--- src/rtl/itof_pipe.sv ---
// itof_pipe: IW-bit signed/unsigned integer to IEEE-754 binary32 with four rounding modes and an inexact flag.
// Latency: 3 cycles (S1 magnitude, S2 normalise, S3 round); one result per cycle sustained.
// Backpressure: elastic valid/ready stages that collapse bubbles; holds 3 results, in_ready falls only when all are full.
module itof_pipe #(
    parameter int IW = 32
) (
    input  logic          clk,
    input  logic          rstn,
    input  logic          in_valid,
    output logic          in_ready,
    input  logic [IW-1:0] in_data,
    input  logic          in_signed,
    input  logic [1:0]    in_rm,
    output logic          out_valid,
    input  logic          out_ready,
    output logic [31:0]   out_data,
    output logic          out_inexact
);

    localparam int PW = $clog2(IW);
    // Normalised magnitude followed by 26 zero bits, so the hidden bit, 23 mantissa bits,
    // the guard bit and at least one sticky bit always exist, whatever IW is.
    localparam int EW = IW + 26;

    localparam logic [1:0] RM_RNE = 2'b00;
    localparam logic [1:0] RM_RTZ = 2'b01;
    localparam logic [1:0] RM_RDN = 2'b10;
    localparam logic [1:0] RM_RUP = 2'b11;

    // Stage 1 state: sign and magnitude of the operand.
    logic          s1_valid;
    logic          s1_sign;
    logic [IW-1:0] s1_mag;
    logic [1:0]    s1_rm;

    // Stage 2 state: normalised fields before rounding.
    logic          s2_valid;
    logic          s2_sign;
    logic          s2_zero;
    logic [7:0]    s2_exp;
    logic [22:0]   s2_mant;
    logic          s2_guard;
    logic          s2_sticky;
    logic [1:0]    s2_rm;

    // Stage 3 state: the rounded result presented on the output.
    logic          s3_valid;
    logic [31:0]   s3_data;
    logic          s3_inexact;

    // Stage load enables: a stage may load when it is empty or its content moves on this cycle.
    logic en1, en2, en3;

    assign en3       = ~s3_valid | out_ready;
    assign en2       = ~s2_valid | en3;
    assign en1       = ~s1_valid | en2;
    assign in_ready  = rstn & en1;

    assign out_valid   = s3_valid;
    assign out_data    = s3_data;
    assign out_inexact = s3_inexact;

    // S1 combinational: sign extraction and absolute value (IW-bit unsigned, so -2^(IW-1) stays exact).
    logic          c1_sign;
    logic [IW-1:0] c1_mag;

    always_comb begin
        c1_sign = in_signed & in_data[IW-1];
        c1_mag  = c1_sign ? (-in_data) : in_data;
    end

    // S1 register: capture operand on input transfer.
    always_ff @(posedge clk) begin
        if (!rstn) begin
            s1_valid <= 1'b0;
            s1_sign  <= 1'b0;
            s1_mag   <= '0;
            s1_rm    <= '0;
        end else if (en1) begin
            s1_valid <= in_valid;
            if (in_valid) begin
                s1_sign <= c1_sign;
                s1_mag  <= c1_mag;
                s1_rm   <= in_rm;
            end
        end
    end

    // S2 combinational: leading-one search, normalising shift, guard and sticky extraction.
    logic [PW-1:0] c2_lead;
    logic [PW-1:0] c2_shamt;
    logic [IW-1:0] c2_norm;
    logic [EW-1:0] c2_ext;
    logic [7:0]    c2_exp;

    always_comb begin
        c2_lead = '0;
        for (int i = 0; i < IW; i++) begin
            if (s1_mag[i]) begin
                c2_lead = i[PW-1:0];
            end
        end
        c2_shamt = PW'(IW - 1) - c2_lead;
        c2_norm  = s1_mag << c2_shamt;
        c2_ext   = {c2_norm, 26'd0};
        c2_exp   = 8'd127 + 8'(c2_lead);
    end

    // S2 register: normalised significand fields; a zero operand leaves no leading one.
    always_ff @(posedge clk) begin
        if (!rstn) begin
            s2_valid  <= 1'b0;
            s2_sign   <= 1'b0;
            s2_zero   <= 1'b0;
            s2_exp    <= '0;
            s2_mant   <= '0;
            s2_guard  <= 1'b0;
            s2_sticky <= 1'b0;
            s2_rm     <= '0;
        end else if (en2) begin
            s2_valid <= s1_valid;
            if (s1_valid) begin
                s2_sign   <= s1_sign;
                s2_zero   <= ~c2_ext[EW-1];
                s2_exp    <= c2_exp;
                s2_mant   <= c2_ext[EW-2 -: 23];
                s2_guard  <= c2_ext[EW-25];
                s2_sticky <= |c2_ext[EW-26:0];
                s2_rm     <= s1_rm;
            end
        end
    end

    // S3 combinational: rounding increment; a mantissa carry-out bumps the exponent and leaves mantissa 0.
    logic        c3_inc;
    logic [23:0] c3_sum;
    logic [7:0]  c3_exp;
    logic [31:0] c3_data;
    logic        c3_inexact;

    always_comb begin
        case (s2_rm)
            RM_RNE:  c3_inc = s2_guard & (s2_sticky | s2_mant[0]);
            RM_RTZ:  c3_inc = 1'b0;
            RM_RDN:  c3_inc = s2_sign & (s2_guard | s2_sticky);
            RM_RUP:  c3_inc = ~s2_sign & (s2_guard | s2_sticky);
            default: c3_inc = 1'b0;
        endcase
        c3_sum     = {1'b0, s2_mant} + {23'd0, c3_inc};
        c3_exp     = s2_exp + {7'd0, c3_sum[23]};
        c3_data    = s2_zero ? 32'd0 : {s2_sign, c3_exp, c3_sum[22:0]};
        c3_inexact = s2_guard | s2_sticky;
    end

    // S3 register: output holding register, frozen while the consumer stalls.
    always_ff @(posedge clk) begin
        if (!rstn) begin
            s3_valid   <= 1'b0;
            s3_data    <= '0;
            s3_inexact <= 1'b0;
        end else if (en3) begin
            s3_valid <= s2_valid;
            if (s2_valid) begin
                s3_data    <= c3_data;
                s3_inexact <= c3_inexact;
            end
        end
    end

endmodule

--- config.mk ---
export PLATFORM = sky130hd
export DESIGN_NAME = itof_pipe
export DESIGN_NICKNAME = d
export VERILOG_FILES = /design/src/rtl/itof_pipe.sv
export SDC_FILE = /design/constraint.sdc
export NUM_CORES = 1
export LEC_CHECK = 0
export BUFFER_PORTS_ARGS = -buffer_cell sky130_fd_sc_hd__clkbuf_2
export CAP_MARGIN = 0
export CORE_ASPECT_RATIO = 0.5
export CORE_MARGIN = 2
export CORE_UTILIZATION = 54
export DETAILED_ROUTE_END_ITERATION = 10
export GPL_ROUTABILITY_DRIVEN = 0
export HOLD_SLACK_MARGIN = 0.05
export PLACE_DENSITY_LB_ADDON = 0.1
export SYNTH_ARGS = -nofsm -noshare
export SYNTH_HDL_FRONTEND = slang
export SYNTH_SLANG_ARGS = --single-unit
--- constraint.sdc ---
create_clock -name clk -period 3 [get_ports clk]
set_input_delay 0.6 -clock clk [delete_from_list [all_inputs] [get_ports clk]]
set_output_delay 0.6 -clock clk [all_outputs]
set_load 0.03 [all_outputs]
After elaboration in Yosys (flattened, before gate mapping). Index checks and enable logic that the tools add are counted.

Register bits: 108. Input bits: 39. Output and inout port bits: 35. Logic and storage cells: 78.

Add/subtract/negate cells: 5. Eq/ne operators: 3. Shift-type cells: 1. Mux-type cells: 34. Bitwise gates (word level): 15. Reductions and logical operators: 5.

Operator list (number): two-way mux 5 bit (30); two-way mux 32 bit (2); negation 32 bit (1); left shift 32 x 5 -> 32 bit (1); adder 23 x 1 -> 24 bit (1); adder 7 x 5 -> 8 bit, first input constant (1); adder 8 x 1 -> 8 bit (1); OR reduction 7 bit (1); AND reduction 2 bit (3); AND 1 bit (5); NOT 1 bit (5); bitwise OR 1 bit (5); subtractor 5 bit, first input constant (1); == test 2 bit, second input constant (2); case mux 1 bit (4 select lines) (1); == test 2 x 1 -> 1 bit, second input constant (1); zero test 2 bit (1); two-way mux 1 bit (1).

Depth between registers and ports, before layout. Gate-level depths: netlist of run 1.

Depth in word-level cells: 34. Gate-level depth with buffers: 19. Mapped depth without buffers: 19.

Worst setup path before layout of run 1. No wires, ideal clock.

Path kind: register to register. Start: register s2_rm[1]. End: register s3_data[29] (netlist: out_data[29]). Library setup time: 118 ps. Data arrival time: 2854 ps. Data required time: 2882 ps. Slack: 27 ps. Stages on the path, launching flop included: 20. Path buffers: 0. Clock period less this slack: 2973 ps. Cell sequence: dfxtp_1 > inv_1 > nor2_1 > xnor2_1 > o21ai_0 > a21oi_1 > ha_1 > nand4_1 > nor2_1 > inv_1 > nor3_1 > nand3_1 > nor2_1 > ha_1 > ha_1 > and3_1 > nand3_1 > xnor2_1 > a22oi_1 > nor2b_1.

Word-level cells in the longest chain between the ends: 5. Elaborated cells on any way between the ends: 8. Those cells by class: add/sub: 2; eq/ne: 3; mux: 2; reduce/logical: 1.

Ends and longest elaborated chain: start: declaration (line 44) `logic [1:0] s2_rm;`; start signal: assignment (line 129) `s2_rm <= s1_rm;`; == test 2 bit, or another cell as far along (line 142) `case (s2_rm)`; case mux 1 bit (4 select lines) (*) (line 142); adder 23 x 1 -> 24 bit (*) (line 149) `c3_sum = {1'b0, s2_mant} + {23'd0, c3_inc};`; adder 8 x 1 -> 8 bit (*) (line 150) `c3_exp = s2_exp + {7'd0, c3_sum[23]};`; two-way mux 32 bit (*) (line 151) `c3_data = s2_zero ? 32'd0 : {s2_sign, c3_exp, c3_sum[22:0]};`; end signal: assignment (line 164) `s3_data <= c3_data;`; end: declaration (line 48) `logic [31:0] s3_data;`.

Mark *: on every way between the ends. The rest lies on a longest branch, timed or not. A chain may end at the register's enable or synchronous reset.

Worst setup path in the final report of run 1.
Start: register s1_mag[9]. End: register s2_mant[13].

Word-level cells in the longest chain between the ends: 25.

Ends and longest elaborated chain: start: declaration (line 33) `logic [IW-1:0] s1_mag;`; start signal: assignment (line 83) `s1_mag <= c1_mag;`; two-way mux 5 bit (23 in a row) (line 99) `if (s1_mag[i]) begin`; subtractor 5 bit (line 103) `c2_shamt = PW'(IW - 1) - c2_lead;`; left shift 32 x 5 -> 32 bit (*) (line 104) `c2_norm = s1_mag << c2_shamt;`; end signal: assignment (line 126) `s2_mant <= c2_ext[EW-2 -: 23];`; end: declaration (line 41) `logic [22:0] s2_mant;`.

Marked as above.

==> impl_metrics.json, run 1 <==
{
  "required_ps": 3230,
  "dp_cells": 1124,
  "tightestPinTransition_ps": 811,
  "htreeDepth": 3,
  "critical_path_arrival_ps": 3220,
  "fin_tns_setup_ps": 0,
  "port_buffers": 73,
  "dieArea_um2": 14400,
  "holdBufCountCts": 0,
  "rows": 29,
  "ys_types": 83,
  "synth.ff_latch_count": 108,
  "fmax_mhz": 334,
  "cp_slowest_stage_delay_ps": 530,
  "hold_violations": 0,
  "yosys.area.top_type": "dfxtp_1",
  "hold_slack_ps": 479,
  "syn_inst": 882,
  "yosys.area_share.simple": 0.221,
  "crit_fanout": 6,
  "synth_top_area_frac": 0.299,
  "grt_max_degree": 57,
  "synth_edf_count": 0,
  "seq_area_um2": 2160,
  "core-area_um2": 12800,
  "end_kind": "flip-flop",
  "seq_area_frac_synth": 0.299,
  "numCtsBuffers": 9,
  "fin_crit_sh": 0.997,
  "synth_top_flop_cell": "dfxtp_1",
  "insertedDiodeCount": 0,
  "drt_pass1_iterations": 9,
  "synthAdderAreaFrac": 0.0104,
  "antenna_found_initial": 0,
  "rsz0062_at_grt": "true",
  "syn2layout_area_growth_pct": 17.3,
  "first_global_vias": 6175,
  "async_reset_ff_frac": 0,
  "ant_nets": 0,
  "drive_above_1_share": 0.226,
  "clk_pin_slew_worst_paths_ps": 80,
  "setup-violations-final": 0,
  "clock_skew_ps": 10.6,
  "p_per_area_nw_per_um2": 528,
  "cts_tree": "built",
  "wirelength_mm": 20.4,
  "routed_via_density": 6.04,
  "hpwl_mm": 14.8,
  "cts-root-buf": "clkbuf_16",
  "crit_top_cell": "o211ai_1",
  "drt_iter0_drc": 703,
  "io_pins": 74,
  "muxShareOfSynthArea": 0.108,
  "critPathLaunchType": "flip-flop",
  "die-width_um": 168,
  "ys_warn_count": 0,
  "slew-limit-headroom": 0.457,
  "syn-num-nets": 927,
  "violations": "design-rule violations",
  "synth-xor-area-share": 0.0655,
  "grt_overflow_total": 0,
  "fill_cells": 1095,
  "rr_startpoint": "s1_mag[9]",
  "crit_type": "reg -> reg",
  "layout_commonest_cell": "dfxtp_1",
  "crit_start": "s1_mag[9]",
  "power_leakage_uw": 0.00343,
  "period_needed_ps": 2990,
  "drv_cap": 0,
  "worstSkewPairLatency_ps": 350,
  "clock_path_buffers": 2,
  "worst_ir_drop_vdd_mv": 0.329,
  "yosys-top-cells-area": "dfxtp_1 (30%), mux2i_1 (8.5%), nand2_1 (5.2%)",
  "final_cell_mix": "dfxtp_1 (106), nand2_1 (100), clkbuf_2 (73), buf_4 (62), nor2_1 (54)",
  "die_h_um": 85.8,
  "critical_path.cell_chain": "or4_4, o211ai_1, a21bo_2, buf_12, mux2i_2, mux2i_1, o211ai_1, o22ai_1, o211ai_1, a21boi_1",
  "grt_pass1_wl_mm": 32.3,
  "drv_slew": 0,
  "synth_top_family_by_area": "compound AO/OA/AOI/OAI gates",
  "synth-compound-area-share": 0.245,
  "drc_errors": 8,
  "critPathSlowestCell": "or4_4",
  "grt.total_usage": 0.277,
  "hp-start": "in_rm[1]",
  "vias": 6912,
  "wl_per_cell_um": 17.8,
  "syn_area_per_cell_um2": 8.19,
  "start_util": 0.562,
  "stdcell_count": 1145,
  "multi_input_area_um2": 4820,
  "nNetsFinal": 1015,
  "cts_sinks": 108,
  "fin_util": 0.659,
  "status": "finished, violations left",
  "hold_path.class": "in -> reg",
  "synth_area_um2": 7220
}
synthesized netlist by cell type, types with 5 or more instances:
cell and n:
nor3b_1 6, nand4_1 9, o211a_1 16, nor2_1 58, and2_1 7, a22o_1 8, buf_6 7, xor2_1 20
a21boi_0 10, a311oi_1 5, xnor2_1 34, inv_1 10, nand3_1 33, ha_1 6, clkbuf_1 46, a31oi_1 10
a211oi_1 17, o21ai_0 38, nor2b_1 40, a32o_1 6, dfxtp_1 108, mux2_2 8, o21ai_1 11, nand2b_1 8
o2111ai_1 5, nor4_1 10, a21oi_1 41, and3_1 7, or3_1 11, o211ai_1 6, a22oi_1 27, nand2_1 100
mux2i_1 61, nor3_1 18
logic make-up after synthesis:
| group | after synthesis |
|---|---|
| buf+inv | 75 |
| mux | 74 |
| fa+ha+maj | 6 |
| xor+xnor | 54 |
| compound gates | 243 |
| simple gates | 322 |
| flops | 108 |
final timing paths:
| path | slack, ps | cells past startpoint | end |
|---|---|---|---|
| hold reg to reg | 490 | 2 | s2_sign |
| setup / recovery | 9 | 10 | s2_mant[13] |
| hold / removal | 480 | 3 | s1_rm[1] |
| setup reg to reg | 9 | 10 | s2_mant[13] |
final cells by class:
| class | count | area share |
|---|---|---|
| repair buffers | 139 | 0.108 |
| inverters | 13 | 0.00635 |
| clock inverters | 6 | 0.00827 |
| well taps | 170 | 0.0251 |
| multi-input cells | 699 | 0.569 |
| flip-flops and latches | 108 | 0.256 |
| clock buffers | 10 | 0.0282 |
where the power goes:
part           switching (µW)  internal, µW
Combinational             898           682
Clock                     577           681
Sequential                121          1520
Total                    1600          2880
flip-flops by register name, indices dropped and copies added, names as in the netlist, 2 cells and up:
signal / cells
out_data: 32
s2_exp: 8
s2_rm: 2
s1_rm: 2
s2_mant: 23
s1_mag: 32
critical path, delay by kind of cell (launching register included):
family	cells	cell delay, ps
buf+inv	1	170
mux	2	410
compound gates	6	1380
simple gates	1	530
flops	1	360
per-layer routing:
metal,track usage,vias up,routed length (µm)
li1,-,3404,-
met1,0.416,3209,10200
met2,0.415,265,8540
met3,0.0448,34,1250
met4,0.0617,0,348
met5,0,-,0
per-stage QoR:
stage	setup WS [ps]	total power (µW)	area, µm²
after floorplan	27.3	2670	7220
final	9.45	4480	8470
after global routing	-44.9	4660	8470
after detailed placement	0.495	3100	7970
after CTS	6.47	4350	8300
after global placement	52.0	3090	7970
repair_timing:
| item | CTS | global route |
|---|---|---|
| gates cloned | 0 | 2 |
| resized for setup | 2 | 32 |
| setup buffers | 1 | 2 |
| pin swaps | 0 | 15 |
| endpoints found under the setup margin | 2 | 21 |
No activity file was read; power rests on OpenSTA's default activity.
==> inputs of run 2 (changes only) <==
Settings changed: ABC_AREA set to 1, CORE_UTILIZATION 54 to 40, PLACE_DENSITY set to 0.69, PLACE_DENSITY_LB_ADDON 0.1 to not set.
==> run 2 against run 1 <==
The run ends with negative setup slack left. Routed wire length is 17% higher. Fmax down 23%. Setup slack worse by 900 ps. Sequential cell count unchanged. Clock power down 5%. First-iteration DRC count rose by 23%. Global-route usage shrank 2.7 points. Synthesized cell count up 28%. Combinational power up 20%. Worst hold slack worse by 11 ps. Critical path depth increased by 21. Non-clock buffer count grew 81. Critical endpoint is now out_data[30]. Largest power group is now combinational logic.
==> impl_metrics.json, run 2 <==
{
  "insertedDiodeCount": 0,
  "yosys-top-cells-area": "dfxtp_1 (31%), nand2_1 (16%), nand3_1 (9.6%)",
  "p_comb_frac": 0.402,
  "grt_overflow_total": 0,
  "worstSkewPairLatency_ps": 360,
  "nNetsFinal": 1351,
  "grt_pass1_wl_mm": 38.0,
  "crit_type": "reg -> reg",
  "period_needed_ps": 3890,
  "drv_slew": 0,
  "synth_top_flop_cell": "dfxtp_1",
  "required_ps": 3230,
  "power_leakage_uw": 0.00446,
  "cts_tree": "built",
  "holdPathEnd": "out_data[29]",
  "min_path_cells": 2,
  "cp_slowest_stage_delay_ps": 360,
  "drv_cap": 0,
  "port_buffers": 73,
  "end_kind": "flip-flop",
  "first_global_vias": 7672,
  "drive_above_1_share": 0.376,
  "clock_path_buffers": 2,
  "syn_area_per_cell_um2": 6.22,
  "drc_errors": 0,
  "synth_edf_count": 0,
  "grt_max_degree": 49,
  "p_sw_uw": 1900,
  "drt_iter0_drc": 868,
  "numCtsBuffers": 9,
  "pre_cts_slack_ps": -715,
  "place_area_um2": 8110,
  "rr_startpoint": "s2_rm[0]",
  "vias": 8245,
  "synth.ff_latch_count": 108,
  "dieArea_um2": 18700,
  "layout_commonest_cell": "nand2_1",
  "r2r-end": "out_data[30]",
  "hold_path.class": "reg -> reg",
  "tightestPinTransition_ps": 927,
  "routed_via_density": 5.34,
  "hold_slack_ps": 468,
  "fin_crit_sh": 1.30,
  "critPathSlowestCell": "dfxtp_2",
  "async_reset_ff_frac": 0,
  "ys_warn_count": 0,
  "finalWorstSetupSlack_ps": -895,
  "cts_sinks": 108,
  "p_per_area_nw_per_um2": 468,
  "start_util": 0.406,
  "cts-root-buf": "clkbuf_16",
  "crit_fanout": 3,
  "htreeDepth": 3,
  "synth_most_common_cell": "nand2_1",
  "antenna_found_initial": 0,
  "hp-start": "out_data[29]",
  "fin_util": 0.580,
  "yosys.area.top_type": "dfxtp_1",
  "power_frac_seq": 0.342,
  "drt_pass1_iterations": 5,
  "synth_area_um2": 7020,
  "worst_ir_drop_vdd_mv": 0.320,
  "p_int_uw": 2790,
  "grt.total_usage": 0.249,
  "clock_skew_ps": 11.0,
  "ys_types": 47,
  "power_frac_clock": 0.256,
  "synthTopCellsByCount": "nand2_1 (298), inv_1 (135), nand3_1 (134), dfxtp_1 (108), nor2_1 (96)",
  "switching_share": 0.405,
  "rsz0062_at_grt": "true",
  "die-width_um": 191,
  "setup-violations-final": 47,
  "syn-num-nets": 1172,
  "synth_top_area_frac": 0.308,
  "hpwl_mm": 15.1,
  "fill_cells": 1600,
  "slew-limit-headroom": 0.382,
  "seq_area_frac_synth": 0.308,
  "wirelength_mm": 23.8,
  "io_pins": 74,
  "hold_violations": 0,
  "rows": 34,
  "core-area_um2": 17300,
  "violations": "negative setup slack",
  "status": "finished, violations left",
  "r2r_slack_ps": -890,
  "fmax_mhz": 257,
  "critical_path_arrival_ps": 4120,
  "die_h_um": 97.6,
  "syn_inst": 1127,
  "critPathLaunchType": "flip-flop",
  "fin_area_um2": 10000,
  "ant_nets": 0,
  "final_cell_mix": "nand2_1 (224), inv_1 (124), buf_4 (122), dfxtp_1 (101), nor2_1 (83)",
  "syn2layout_area_growth_pct": 42.8,
  "wl_per_cell_um": 15.4,
  "r2r_cells": 31,
  "clk_pin_slew_worst_paths_ps": 80
}
run 2: how the worst max path moves through the flow:
stage | cells after the start | startpoint | end
after floorplan | 29 | s2_rm[0] | out_data[30]
after global placement | 29 | s2_rm[0] | out_data[30]
after detailed placement | 30 | s2_rm[0] | out_data[29]
after CTS | 29 | s2_rm[0] | out_data[30]
after global routing | 31 | s2_rm[0] | out_data[30]
final | 31 | s2_rm[0] | out_data[30]
run 2: layer usage:
metal	up-vias	wire length, µm	global-route usage
met2	333	10400	0.385
met5	-	0	0
met4	0	540	0.0680
met1	3769	11300	0.356
li1	4081	-	-
met3	62	1600	0.0419
run 2: worst max-delay path, delay by kind of cell, from the launching register on:
family          cells  cell delay [ps]
fa+ha+maj           2              460
xor+xnor            2              330
flops               1              360
simple gates       16             1740
buf+inv             9              620
compound gates      2              240
run 2: per-stage QoR:
step | std cells | setup TNS [ps] | total power, µW
2_1_floorplan | 1127 | -988 | 2580
3_3_place_gp | 1467 | -5190 | 2950
3_5_place_dp | 1467 | -7320 | 2970
4_1_cts | 1535 | -6910 | 4420
5_1_grt | 1545 | -29520 | 4910
6_report | 1545 | -14360 | 4690
run 2: final cells by class:
class	count	area, µm²	share of cell area
Timing Repair Buffer	220	1600	0.160
Clock buffer	9	225	0.0225
Tap cell	234	293	0.0292
Clock inverter	7	65.1	0.00650
Sequential cell	108	2170	0.217
Inverter	139	529	0.0528
Multi-Input combinational cell	828	5130	0.513
run 2: cells by family (layout without fill, tap and decap cells):
| logic type | count (synthesis) | in the layout | share of synthesized area |
|---|---|---|---|
| AND/OR/NAND/NOR | 576 | 583 | 0.350 |
| buffers and inverters | 198 | 375 | 0.122 |
| flip-flops | 108 | 108 | 0.308 |
| XOR/XNOR | 21 | 21 | 0.0262 |
| adder cells (fa/ha/maj) | 6 | 6 | 0.0107 |
| AO/OA/AOI/OAI | 218 | 218 | 0.183 |
run 2: power groups by stage:
stage / logic, µW / registers (µW) / clock network, µW
after floorplan: 953 / 1620 / 0
after global placement: 1320 / 1620 / 0
after detailed placement: 1340 / 1620 / 0
after CTS: 1620 / 1590 / 1210
after global routing: 2040 / 1610 / 1260
final: 1890 / 1600 / 1200
run 2: what timing repair did:
item,4_1_cts,5_1_grt
hold buffers,0,0
buffers inserted,45,22
gates resized for setup,140,156
pin swaps,82,75
endpoints found under the setup margin,37,58
gates cloned,7,0
==> inputs of run 3 (changes only) <==
Settings changed: CORE_UTILIZATION 40 to 45, PLACE_DENSITY 0.69 to 0.75.
==> run 3 against run 2 <==
The run still ends with negative setup slack left. Setup slack got worse by 270 ps. Worst hold slack got worse by 3.4 ps. Power rose by 0.67%. Via count rose by 5.4%. Fmax fell by 6.6%. Cell count fell by 2.2%. Sequential power barely moved. Count of clock-buffer cells in the layout rose by 1. Sequential cell count did not move. First-iteration DRC count rose by 20%. Largest cell class unchanged. Highest routed layer unchanged.
==> impl_metrics.json, run 3 (synthesis results as in run 2) <==
{
  "hold_path.class": "reg -> reg",
  "layout_commonest_cell": "nand2_1",
  "drv_slew": 0,
  "cp_slowest_stage_delay_ps": 360,
  "insertedDiodeCount": 0,
  "antenna_found_initial": 0,
  "period_needed_ps": 4170,
  "fin_tns_setup_ps": -18100,
  "grt_pass1_wl_mm": 37.3,
  "htreeDepth": 3,
  "required_ps": 3250,
  "dp_cells": 1429,
  "hold_violations": 0,
  "ant_nets": 0,
  "routed_via_density": 5.75,
  "start_util": 0.457,
  "critPathLaunchType": "flip-flop",
  "status": "finished, violations left",
  "place_area_um2": 8000,
  "r2r_cells": 30,
  "pre_cts_slack_ps": -699,
  "violations": "negative setup slack",
  "fill_cells": 1223,
  "port_buffers": 73,
  "min_path_cells": 2,
  "grt_overflow_total": 0,
  "critPathSlowestCell": "dfxtp_2",
  "slew-limit-headroom": 0.404,
  "drt_pass1_iterations": 6,
  "cts_sinks": 108,
  "clock_skew_ps": 9.52,
  "critical_path_arrival_ps": 4410,
  "drc_errors": 0,
  "rows": 32,
  "dieArea_um2": 16700,
  "hpwl_mm": 14.9,
  "io_pins": 74,
  "drt_iter0_drc": 1044,
  "p_per_area_nw_per_um2": 477,
  "worstSkewPairLatency_ps": 360,
  "fin_area_um2": 9900,
  "cts-root-buf": "clkbuf_16",
  "fmax_mhz": 240,
  "drive_above_1_share": 0.355,
  "clock_path_buffers": 2,
  "nNetsFinal": 1347,
  "tightestPinTransition_ps": 894,
  "syn2layout_area_growth_pct": 41.1,
  "fin_crit_sh": 1.39,
  "power_leakage_uw": 0.00441,
  "worst_ir_drop_vdd_mv": 0.321,
  "crit_fanout": 3,
  "hold_slack_ps": 464,
  "end_kind": "flip-flop",
  "core-area_um2": 15300,
  "final_cell_mix": "nand2_1 (252), inv_1 (123), buf_4 (120), dfxtp_1 (102), nor2_1 (79)",
  "numCtsBuffers": 9,
  "wirelength_mm": 25.5,
  "grt_max_degree": 49,
  "vias": 8691,
  "setup-violations-final": 48,
  "die_h_um": 92.3,
  "stdcell_count": 1511,
  "die-width_um": 181,
  "rsz0062_at_grt": "true",
  "crit_top_cell": "inv_2",
  "crit_type": "reg -> reg",
  "cts_tree": "built",
  "clk_pin_slew_worst_paths_ps": 80,
  "grt.total_usage": 0.270,
  "first_global_vias": 7760,
  "finalWorstSetupSlack_ps": -1170,
  "wl_per_cell_um": 16.9,
  "drv_cap": 0
}
## run 3: power by group
group / internal, µW / switching, µW
clock: 658 / 571
combinational: 673 / 1210
sequential: 1520 / 90.0
## run 3: final timing paths
check	start	to	slack, ps
hold reg to reg	out_data[31]	out_data[31]	460
setup / recovery	s2_guard	out_data[30]	-1170
hold / removal	out_data[31]	out_data[31]	460
setup reg to reg	s2_guard	out_data[30]	-1170
## run 3: layout make-up
type / instances / area [µm²] / area share
multi-input combinational: 829 / 5080 / 0.513
sequential: 108 / 2170 / 0.219
timing repair buffer: 215 / 1570 / 0.158
inverter: 139 / 528 / 0.0534
tap: 204 / 255 / 0.0258
clock buffer: 10 / 229 / 0.0231
clock inverter: 6 / 71.3 / 0.00721
## run 3: stage by stage
stage	total power, µW	utilization
2_1_floorplan	2580	-
3_3_place_gp	2910	0.522
3_5_place_dp	2940	0.522
4_1_cts	4300	0.592
5_1_grt	4910	0.645
6_report	4720	0.645
## run 3: layer usage
layer	track usage	wire length (µm)	vias to the layer above	part of all wire
met5	0	0	-	0
met1	0.372	10800	3999	0.42
met2	0.434	11300	511	0.44
li1	-	-	4069	-
met3	0.0452	2340	112	0.092
met4	0.0800	1030	0	0.040
## run 3: critical path: cells and delay by family (launching register included)
| kind | cells | cell delay (ps) |
|---|---|---|
| AND/OR/NAND/NOR | 15 | 1820 |
| buffers and inverters | 10 | 680 |
| adder cells (fa/ha/maj) | 2 | 510 |
| AO/OA/AOI/OAI | 2 | 490 |
| flip-flops | 1 | 360 |
| XOR/XNOR | 1 | 210 |
## run 3: repair_timing
item,4_1_cts,5_1_grt
setup endpoints to repair,36,62
hold buffers,0,0
gates cloned,4,5
setup buffers,58,19
pin swaps,49,94
resized for setup,86,179
